`src/rtl/adc_frontend_if.sv`:
```
// ADC front-end bus: raw ADC input, result/flags out, ack in.
// master = processor side, slave = adc_frontend.
interface adc_frontend_if;
  logic [7:0] adc_in;
  logic       sample_ack;
  logic [7:0] sample_data;
  logic       sample_ready;
  logic       overrun;
  logic       tick;

  modport master (
    output adc_in,
    output sample_ack,
    input  sample_data,
    input  sample_ready,
    input  overrun,
    input  tick
  );

  modport slave (
    input  adc_in,
    input  sample_ack,
    output sample_data,
    output sample_ready,
    output overrun,
    output tick
  );
endinterface

```
`src/rtl/adc_frontend.sv`:
```
// ADC front end: 2-flop sync, sample every DIV clocks, average
// 2^AVG_LOG2 samples, publish with sticky ready/overrun flags.
// Ports: clock, ctrl_reset_n (sync, active-low), bus (slave):
//   adc_in, sample_ack in; sample_data, sample_ready, overrun, tick out.
// Option: ADC_FRONTEND_DEADBAND_EN suppresses small changes.
module adc_frontend #(
  parameter int DIV      = 500,
  parameter int AVG_LOG2 = 2,
  parameter int DEADBAND = 2
) (
  input logic           clock,
  input logic           ctrl_reset_n,
  adc_frontend_if.slave bus
);

  localparam int DW = $clog2(DIV);
  localparam int AW = 8 + AVG_LOG2;
  localparam int NW = (AVG_LOG2 == 0) ? 1 : AVG_LOG2;
  localparam logic [DW-1:0] DIV_LAST = DW'(DIV - 1);
  localparam logic [NW-1:0] N_LAST = NW'((1 << AVG_LOG2) - 1);

  if (DIV < 3) begin : g_div_chk
    $error("adc_frontend: DIV must be at least 3");
  end
  if (DEADBAND < 0) begin : g_db_chk
    $error("adc_frontend: DEADBAND must be non-negative");
  end

  typedef enum logic {
    S_ACC,
    S_PUB
  } state_t;

  state_t        r_state;
  logic [7:0]    r_sync1;
  logic [7:0]    r_sync2;
  logic [DW-1:0] r_div_cnt;
  logic [AW-1:0] r_acc;
  logic [NW-1:0] r_n_cnt;
  logic [7:0]    r_data;
  logic          r_ready;
  logic          r_ovr;

  state_t        w_state_nxt;
  logic [AW-1:0] w_acc_nxt;
  logic [NW-1:0] w_n_nxt;
  logic [7:0]    w_data_nxt;
  logic          w_ready_nxt;
  logic          w_ovr_nxt;
  logic          w_tick;
  logic          w_last;
  logic [AW-1:0] w_shift;
  logic [7:0]    w_avg;
  logic          w_pub;

  assign w_tick  = (r_div_cnt == DIV_LAST);
  assign w_last  = (r_n_cnt == N_LAST);
  assign w_shift = r_acc >> AVG_LOG2;
  assign w_avg   = w_shift[7:0];

`ifdef ADC_FRONTEND_DEADBAND_EN
  logic       r_seen;
  logic       w_seen_nxt;
  logic [8:0] w_diff;
  logic [8:0] w_abs;

  assign w_diff = {1'b0, w_avg} - {1'b0, r_data};
  assign w_abs  = w_diff[8] ? (~w_diff + 9'd1) : w_diff;
  // first result after reset always goes out
  assign w_pub  = !r_seen || (w_abs >= 9'(DEADBAND));
`else
  assign w_pub  = 1'b1;
`endif

  always_comb begin
    w_state_nxt = r_state;
    w_acc_nxt   = r_acc;
    w_n_nxt     = r_n_cnt;
    w_data_nxt  = r_data;
    w_ready_nxt = r_ready;
    w_ovr_nxt   = r_ovr;
`ifdef ADC_FRONTEND_DEADBAND_EN
    w_seen_nxt  = r_seen;
`endif
    if (bus.sample_ack) begin
      w_ready_nxt = 1'b0;
      w_ovr_nxt   = 1'b0;
    end
    unique case (r_state)
      S_ACC: begin
        if (w_tick) begin
          w_acc_nxt = r_acc + AW'(r_sync2);
          w_n_nxt   = w_last ? '0 : r_n_cnt + NW'(1);
          if (w_last) w_state_nxt = S_PUB;
        end
      end
      S_PUB: begin
        w_state_nxt = S_ACC;
        w_acc_nxt   = '0;
        w_n_nxt     = '0;
        // publish overrides a same-cycle ack
        if (w_pub) begin
          w_data_nxt  = w_avg;
          w_ready_nxt = 1'b1;
          if (!bus.sample_ack && r_ready) w_ovr_nxt = 1'b1;
`ifdef ADC_FRONTEND_DEADBAND_EN
          w_seen_nxt  = 1'b1;
`endif
        end
      end
      default: w_state_nxt = S_ACC;
    endcase
  end

  always_ff @(posedge clock) begin
    if (!ctrl_reset_n) begin
      r_state   <= S_ACC;
      r_sync1   <= '0;
      r_sync2   <= '0;
      r_div_cnt <= '0;
      r_acc     <= '0;
      r_n_cnt   <= '0;
      r_data    <= '0;
      r_ready   <= 1'b0;
      r_ovr     <= 1'b0;
`ifdef ADC_FRONTEND_DEADBAND_EN
      r_seen    <= 1'b0;
`endif
    end else begin
      r_state   <= w_state_nxt;
      r_sync1   <= bus.adc_in;
      r_sync2   <= r_sync1;
      r_div_cnt <= w_tick ? '0 : r_div_cnt + DW'(1);
      r_acc     <= w_acc_nxt;
      r_n_cnt   <= w_n_nxt;
      r_data    <= w_data_nxt;
      r_ready   <= w_ready_nxt;
      r_ovr     <= w_ovr_nxt;
`ifdef ADC_FRONTEND_DEADBAND_EN
      r_seen    <= w_seen_nxt;
`endif
    end
  end

  assign bus.sample_data  = r_data;
  assign bus.sample_ready = r_ready;
  assign bus.overrun      = r_ovr;
  assign bus.tick         = w_tick;

endmodule

```
`src/flat_wrapper.sv`:
```
// flat-port wrapper written by rule: the top's interface ports become plain ports
module adc_frontend_flat 
#(
  parameter int DIV      = 500,
  parameter int AVG_LOG2 = 2,
  parameter int DEADBAND = 2
)
  (clock, ctrl_reset_n, bus_adc_in, bus_sample_ack, bus_sample_data, bus_sample_ready, bus_overrun, bus_tick);
  adc_frontend_if bus_i ();
  input logic clock;
  input logic ctrl_reset_n;
  input wire logic [$bits(bus_i.adc_in)-1:0] bus_adc_in;
  input wire logic [$bits(bus_i.sample_ack)-1:0] bus_sample_ack;
  output wire logic [$bits(bus_i.sample_data)-1:0] bus_sample_data;
  output wire logic [$bits(bus_i.sample_ready)-1:0] bus_sample_ready;
  output wire logic [$bits(bus_i.overrun)-1:0] bus_overrun;
  output wire logic [$bits(bus_i.tick)-1:0] bus_tick;
  assign bus_i.adc_in = bus_adc_in;
  assign bus_i.sample_ack = bus_sample_ack;
  assign bus_sample_data = bus_i.sample_data;
  assign bus_sample_ready = bus_i.sample_ready;
  assign bus_overrun = bus_i.overrun;
  assign bus_tick = bus_i.tick;
  adc_frontend #(.DIV(DIV), .AVG_LOG2(AVG_LOG2), .DEADBAND(DEADBAND)) u_core (.clock(clock), .ctrl_reset_n(ctrl_reset_n), .bus(bus_i));
endmodule
```
`config.mk`:
```
export PLATFORM = sky130hd
export DESIGN_NAME = adc_frontend_flat
export DESIGN_NICKNAME = d
export VERILOG_FILES = /design/src/rtl/adc_frontend_if.sv /design/src/rtl/adc_frontend.sv /design/src/flat_wrapper.sv
export SDC_FILE = /design/constraint.sdc
export NUM_CORES = 1
export LEC_CHECK = 0
export CAP_MARGIN = 20
export CELL_PAD_IN_SITES_DETAIL_PLACEMENT = 1
export CELL_PAD_IN_SITES_GLOBAL_PLACEMENT = 2
export CORE_ASPECT_RATIO = 0.6
export CORE_MARGIN = 2
export CORE_UTILIZATION = 37
export DETAILED_ROUTE_END_ITERATION = 10
export GPL_ROUTABILITY_DRIVEN = 0
export PLACE_DENSITY_LB_ADDON = 0.1
export SLEW_MARGIN = 20
export SYNTH_ARGS = -nofsm -noshare
export SYNTH_HDL_FRONTEND = slang
export SYNTH_SLANG_ARGS = --single-unit
```
`constraint.sdc`:
```
create_clock -name clock -period 3.5 [get_ports clock]
set_input_delay 0.525 -clock clock [delete_from_list [all_inputs] [get_ports clock]]
set_output_delay 0.525 -clock clock [all_outputs]
set_load 0.005 [all_outputs]
```
Word level (Yosys, flattened, before mapping) --
Cells that the tools add are included.
Storage, ports and cells: output and inout bits 11, bits in latches 0, memory bits (writable) 0, word-level logic and storage cells 34, input port bits 11, memories kept 0, bits in registers 48, ROM bits 0
Cells by class: bitwise logic cells 2, multiply operators 0, add/sub/neg operators 3, eq/ne operators 3, reduce and logical (&&, ||, !) cells 4, shift operators 0, $lt $le $gt $ge 0, div/mod/pow operators 0, multiplexer cells 13
Operator list (count):
- 10-bit one-hot mux with 2 select lines | 1
- 10-bit by 8-bit adder with 10-bit output | 1
- 10-bit 2-to-1 mux | 1
- 9-bit by 1-bit adder with 9-bit output (second input constant) | 1
- 9-bit == test (second input constant) | 1
- 1-bit 2-to-1 mux | 7
- 2-bit 2-to-1 mux | 2
- 2-bit one-hot mux with 2 select lines | 1
- 2-bit by 1-bit adder with 2-bit output (second input constant) | 1
- 2-bit == test (second input constant) | 1
- 2-bit by 1-bit inequality test with 1-bit output (second input constant) | 1
- 1-bit NOT | 2
- 1-bit one-hot mux with 2 select lines | 1
- 2-bit nonzero test | 1
- 2-bit OR reduction | 1
- 1-bit logical AND | 1
- 1-bit zero test | 1

Logic depth before layout (Yosys ltp) --
depth after elaboration 4, mapped depth 8, depth with buffers taken out 8

Worst setup path after synthesis --
OpenSTA, ideal clock, no wires.
kind reg-to-output, from reg u_core.r_div_cnt[0], to out bus_tick, cell stages (with the launch flop) 7, slack 1.595 ns, path buffers 2, data arrival time 1.380 ns, data required time 2.975 ns, path through dfxtp_1 ha_1 nand4b_1 or3_1 clkbuf_2 inv_1 buf_2
On the way: cells in the longest elaborated chain, start to end 1
Ends and longest elaborated chain:
- start, declared | RTL line adc_frontend.sv:37 | logic [DW-1:0] r_div_cnt;
- start signal, assigned | RTL line adc_frontend.sv:133 | r_div_cnt <= w_tick ? '0 : r_div_cnt + DW'(1);
- 9-bit == test | RTL line adc_frontend.sv:56 | assign w_tick = (r_div_cnt == DIV_LAST);
- end, declared | RTL line flat_wrapper.sv:17 | output wire logic [$bits(bus_i.tick)-1:0] bus_tick;
Every way passes these cells.

Final worst setup path --
Ends and elaborated chain as after synthesis.

==> impl_metrics.py <==
metrics = {
    "timing": {
        "max_freq_mhz": 348,
        "drv_slew": 0,
        "worst_slew_pin_slew_ns": 0.719,
        "rsz0062_at_grt": "no",
        "fin_skew_ns": 0.0117,
        "fin_setup_tns_ns": 0,
        "fin_crit_ns": 2.87,
        "hold_violations": 0,
        "slew-limit-headroom_pct": 52.0,
        "setup_violations": 0,
        "finalCritPeriodShare_pct": 82.1,
    },
    "logic_synthesis": {
        "syn_area_um2": 2000,
        "synthFlopType": "dfxtp_1",
        "synth_edf_count": 0,
        "synth.avg_cell_area_um2": 9.47,
        "synth_cells": 211,
        "synth_warnings": 0,
        "seq_area_frac_synth_pct": 48.1,
        "synth_cell_types": 36,
        "synth_fp_nets": 233,
        "synth-seq-cells": 48,
        "synthArstFlopShare_pct": 0,
    },
    "critical_path": {
        "r2r-end": "u_core.r_acc[8]",
        "rr_worst_depth": 8,
        "startpoint_type": "register",
        "r2r_setup_slack_ns": 1.20,
        "timing.rr.start": "u_core.r_div_cnt[0]",
        "crit_required_ns": 2.97,
        "crit_arrival_ns": 2.35,
        "path_max_fanout": 17,
        "end_kind": "primary output",
        "crit_type": "reg2out",
    },
    "route": {
        "num_vias": 1506,
        "first_pass_iters": 4,
        "drtAntennaViolNets": 0,
        "drcViolationCount": 0,
        "wl_mm": 4.33,
        "wl_per_cell_um": 14.5,
        "drt-initial-drc-count": 45,
        "viasPerCell": 5.05,
    },
    "global_routing": {
        "grt_first_pass_wirelength_mm": 7.25,
        "grt_use_total_pct": 16.1,
        "grt_pass1_vias": 1491,
        "grt_antenna_before_repair": 0,
        "overflow": 0,
        "grt_max_degree": 34,
    },
    "clock_network": {
        "clk_latency_ns": 0.31,
        "htree_levels": 2,
        "cts_tree": "yes",
        "clk_path_buf_depth": 2,
        "path_clk_slew_ns": 0.09,
        "cts-root-buf": "clkbuf_8",
        "cts_made_buffers": 5,
        "hold_buffers": 0,
        "ctsResizeCount": 0,
        "postCtsSetupBuffers": 0,
        "cts_sinks": 48,
    },
    "floorplanning": {
        "dieArea_um2": 6020,
        "coreArea_um2": 5130,
        "die_width_um": 98.9,
        "fp-row-count": 20,
        "io_pins": 22,
        "die_y_um": 60.9,
        "start_util_pct": 39.0,
    },
    "min_path": {
        "whs_path_depth": 1,
        "min-delay-start": "u_core.r_sync1[3]",
        "min_to": "u_core.r_sync2[3]",
        "min_path_type": "reg2reg",
    },
    "power": {
        "total_leakage_power_nw": 0.885,
        "ir_worst_vdd_v": 0.000172,
        "power.density_nw_per_um2": 405,
    },
    "cells_and_area": {
        "finalNetCount": 254,
        "syn_to_final_growth_pct": 18.1,
        "fillCellCount": 583,
        "n_antenna_cell": 0,
        "final_cell_count_no_fill": 298,
        "drive_above_1_share_pct": 4.31,
    },
    "placement": {
        "dpl.cell_count": 291,
        "portBuffers": 21,
        "hpwlAfterDp_mm": 3.10,
    },
    "flow_run": {
        "maxCapViolCount": 0,
    },
    "run_status": {
        "status": "finished clean",
    },
}
==> synthesized netlist by cell type (all sizes together), types with 4 or more instances <==
master | n | area share (%)
nand3 | 8 | 2.0
nor2 | 11 | 2.1
ha | 10 | 6.3
nand2 | 13 | 2.4
inv | 8 | 1.5
nand2b | 4 | 1.3
nor2b | 13 | 4.1
mux2i | 9 | 4.5
xnor2 | 5 | 2.2
o21ai | 7 | 1.8
dfxtp | 48 | 48
clkbuf | 7 | 1.4
and2 | 18 | 5.6
or3 | 4 | 1.3
a21oi | 15 | 3.8
==> where the power goes <==
part | switching (mW) | internal, mW | total, mW
logic | 0.0198 | 0.0254 | 0.0452
clock network | 0.186 | 0.158 | 0.344
registers | 0.00822 | 0.559 | 0.567
total | 0.214 | 0.742 | 0.956
==> critical path, cell delays in order, from the launching register on <==
cell and delay (ns):
dfxtp_1 0.39, ha_1 0.26, nand4b_1 0.13, or3_1 0.58, inv_1 0.16, clkdlybuf4s50_1 0.51
==> per-stage QoR <==
step	hold slack, ns	instance area (um2)	worst slack, ns	power (mW)	util (%)
2_1_floorplan	0.412	2000	1.60	0.605	-
6_report	0.442	2360	0.626	0.956	46.0
4_1_cts	0.444	2360	0.621	0.966	46.0
5_1_grt	0.451	2360	0.451	1.00	46.0
3_5_place_dp	0.423	2270	0.994	0.626	44.2
3_3_place_gp	0.417	2270	1.06	0.623	44.2
==> how the worst max path moves through the flow <==
stage	start	end	slack, ns	depth (start not counted)
finish	u_core.r_div_cnt[0]	bus_tick	0.63	5
global route	u_core.r_div_cnt[0]	bus_tick	0.45	5
CTS	u_core.r_div_cnt[0]	bus_tick	0.62	5
detailed placement	u_core.r_div_cnt[0]	bus_tick	0.99	5
global placement	u_core.r_div_cnt[0]	bus_tick	1.06	5
floorplan	u_core.r_div_cnt[0]	bus_tick	1.60	6
==> cell type report <==
cell class              count  area, um2  area share [%]
well taps                  66       82.6            3.50
multi-input cells         146        970            41.1
inverters                   8       30.0            1.27
clock buffers               6       82.6            3.50
flip-flops and latches     48        961            40.7
repair buffers             23        225            9.54
clock inverters             1       8.76           0.371
==> placed cells by master (no fill, tap or decap), types with 2 or more instances in the layout <==
master	count
dfxtp_1	48
clkdlybuf4s50_1	21
and2_1	18
a21oi_1	15
nor2b_1	13
nand2_1	13
nor2_1	11
ha_1	10
mux2i_1	9
inv_1	8
nand3_1	8
o21ai_0	7
clkbuf_8	6
xnor2_1	5
or3_1	4
nand2b_1	4
nor3_1	3
a211oi_1	3
a21o_1	3
and3_1	3
xor2_1	2
o21a_1	2
buf_4	2
==> registers in the layout, indices dropped and copies added, names as in the netlist, 2 cells and up <==
register,count
u_core.r_acc,10
u_core.r_div_cnt,9
u_core.bus.sample_data,8
u_core.r_sync1,8
u_core.r_sync2,8
u_core.r_n_cnt,2
==> cell families (layout without fill, tap and decap cells) <==
group / Yosys count / after routing / synth area share (%)
AND/OR/NAND/NOR: 83 / 83 / 22.5
flip-flops: 48 / 48 / 48.1
AO/OA/AOI/OAI: 36 / 36 / 11.1
multiplexers: 9 / 9 / 4.51
buffers and inverters: 17 / 38 / 3.38
adder cells (fa/ha/maj): 11 / 11 / 7.26
XOR/XNOR: 7 / 7 / 3.07
==> routing by layer <==
metal,up-vias,share of wire [%],global-route usage (%)
met1,714,54,22.0
met3,5,4.2,5.18
met5,-,0,0
met2,27,41,24.1
li1,760,-,-
met4,0,1.3,6.46
(Power assumes the default switching activity.)
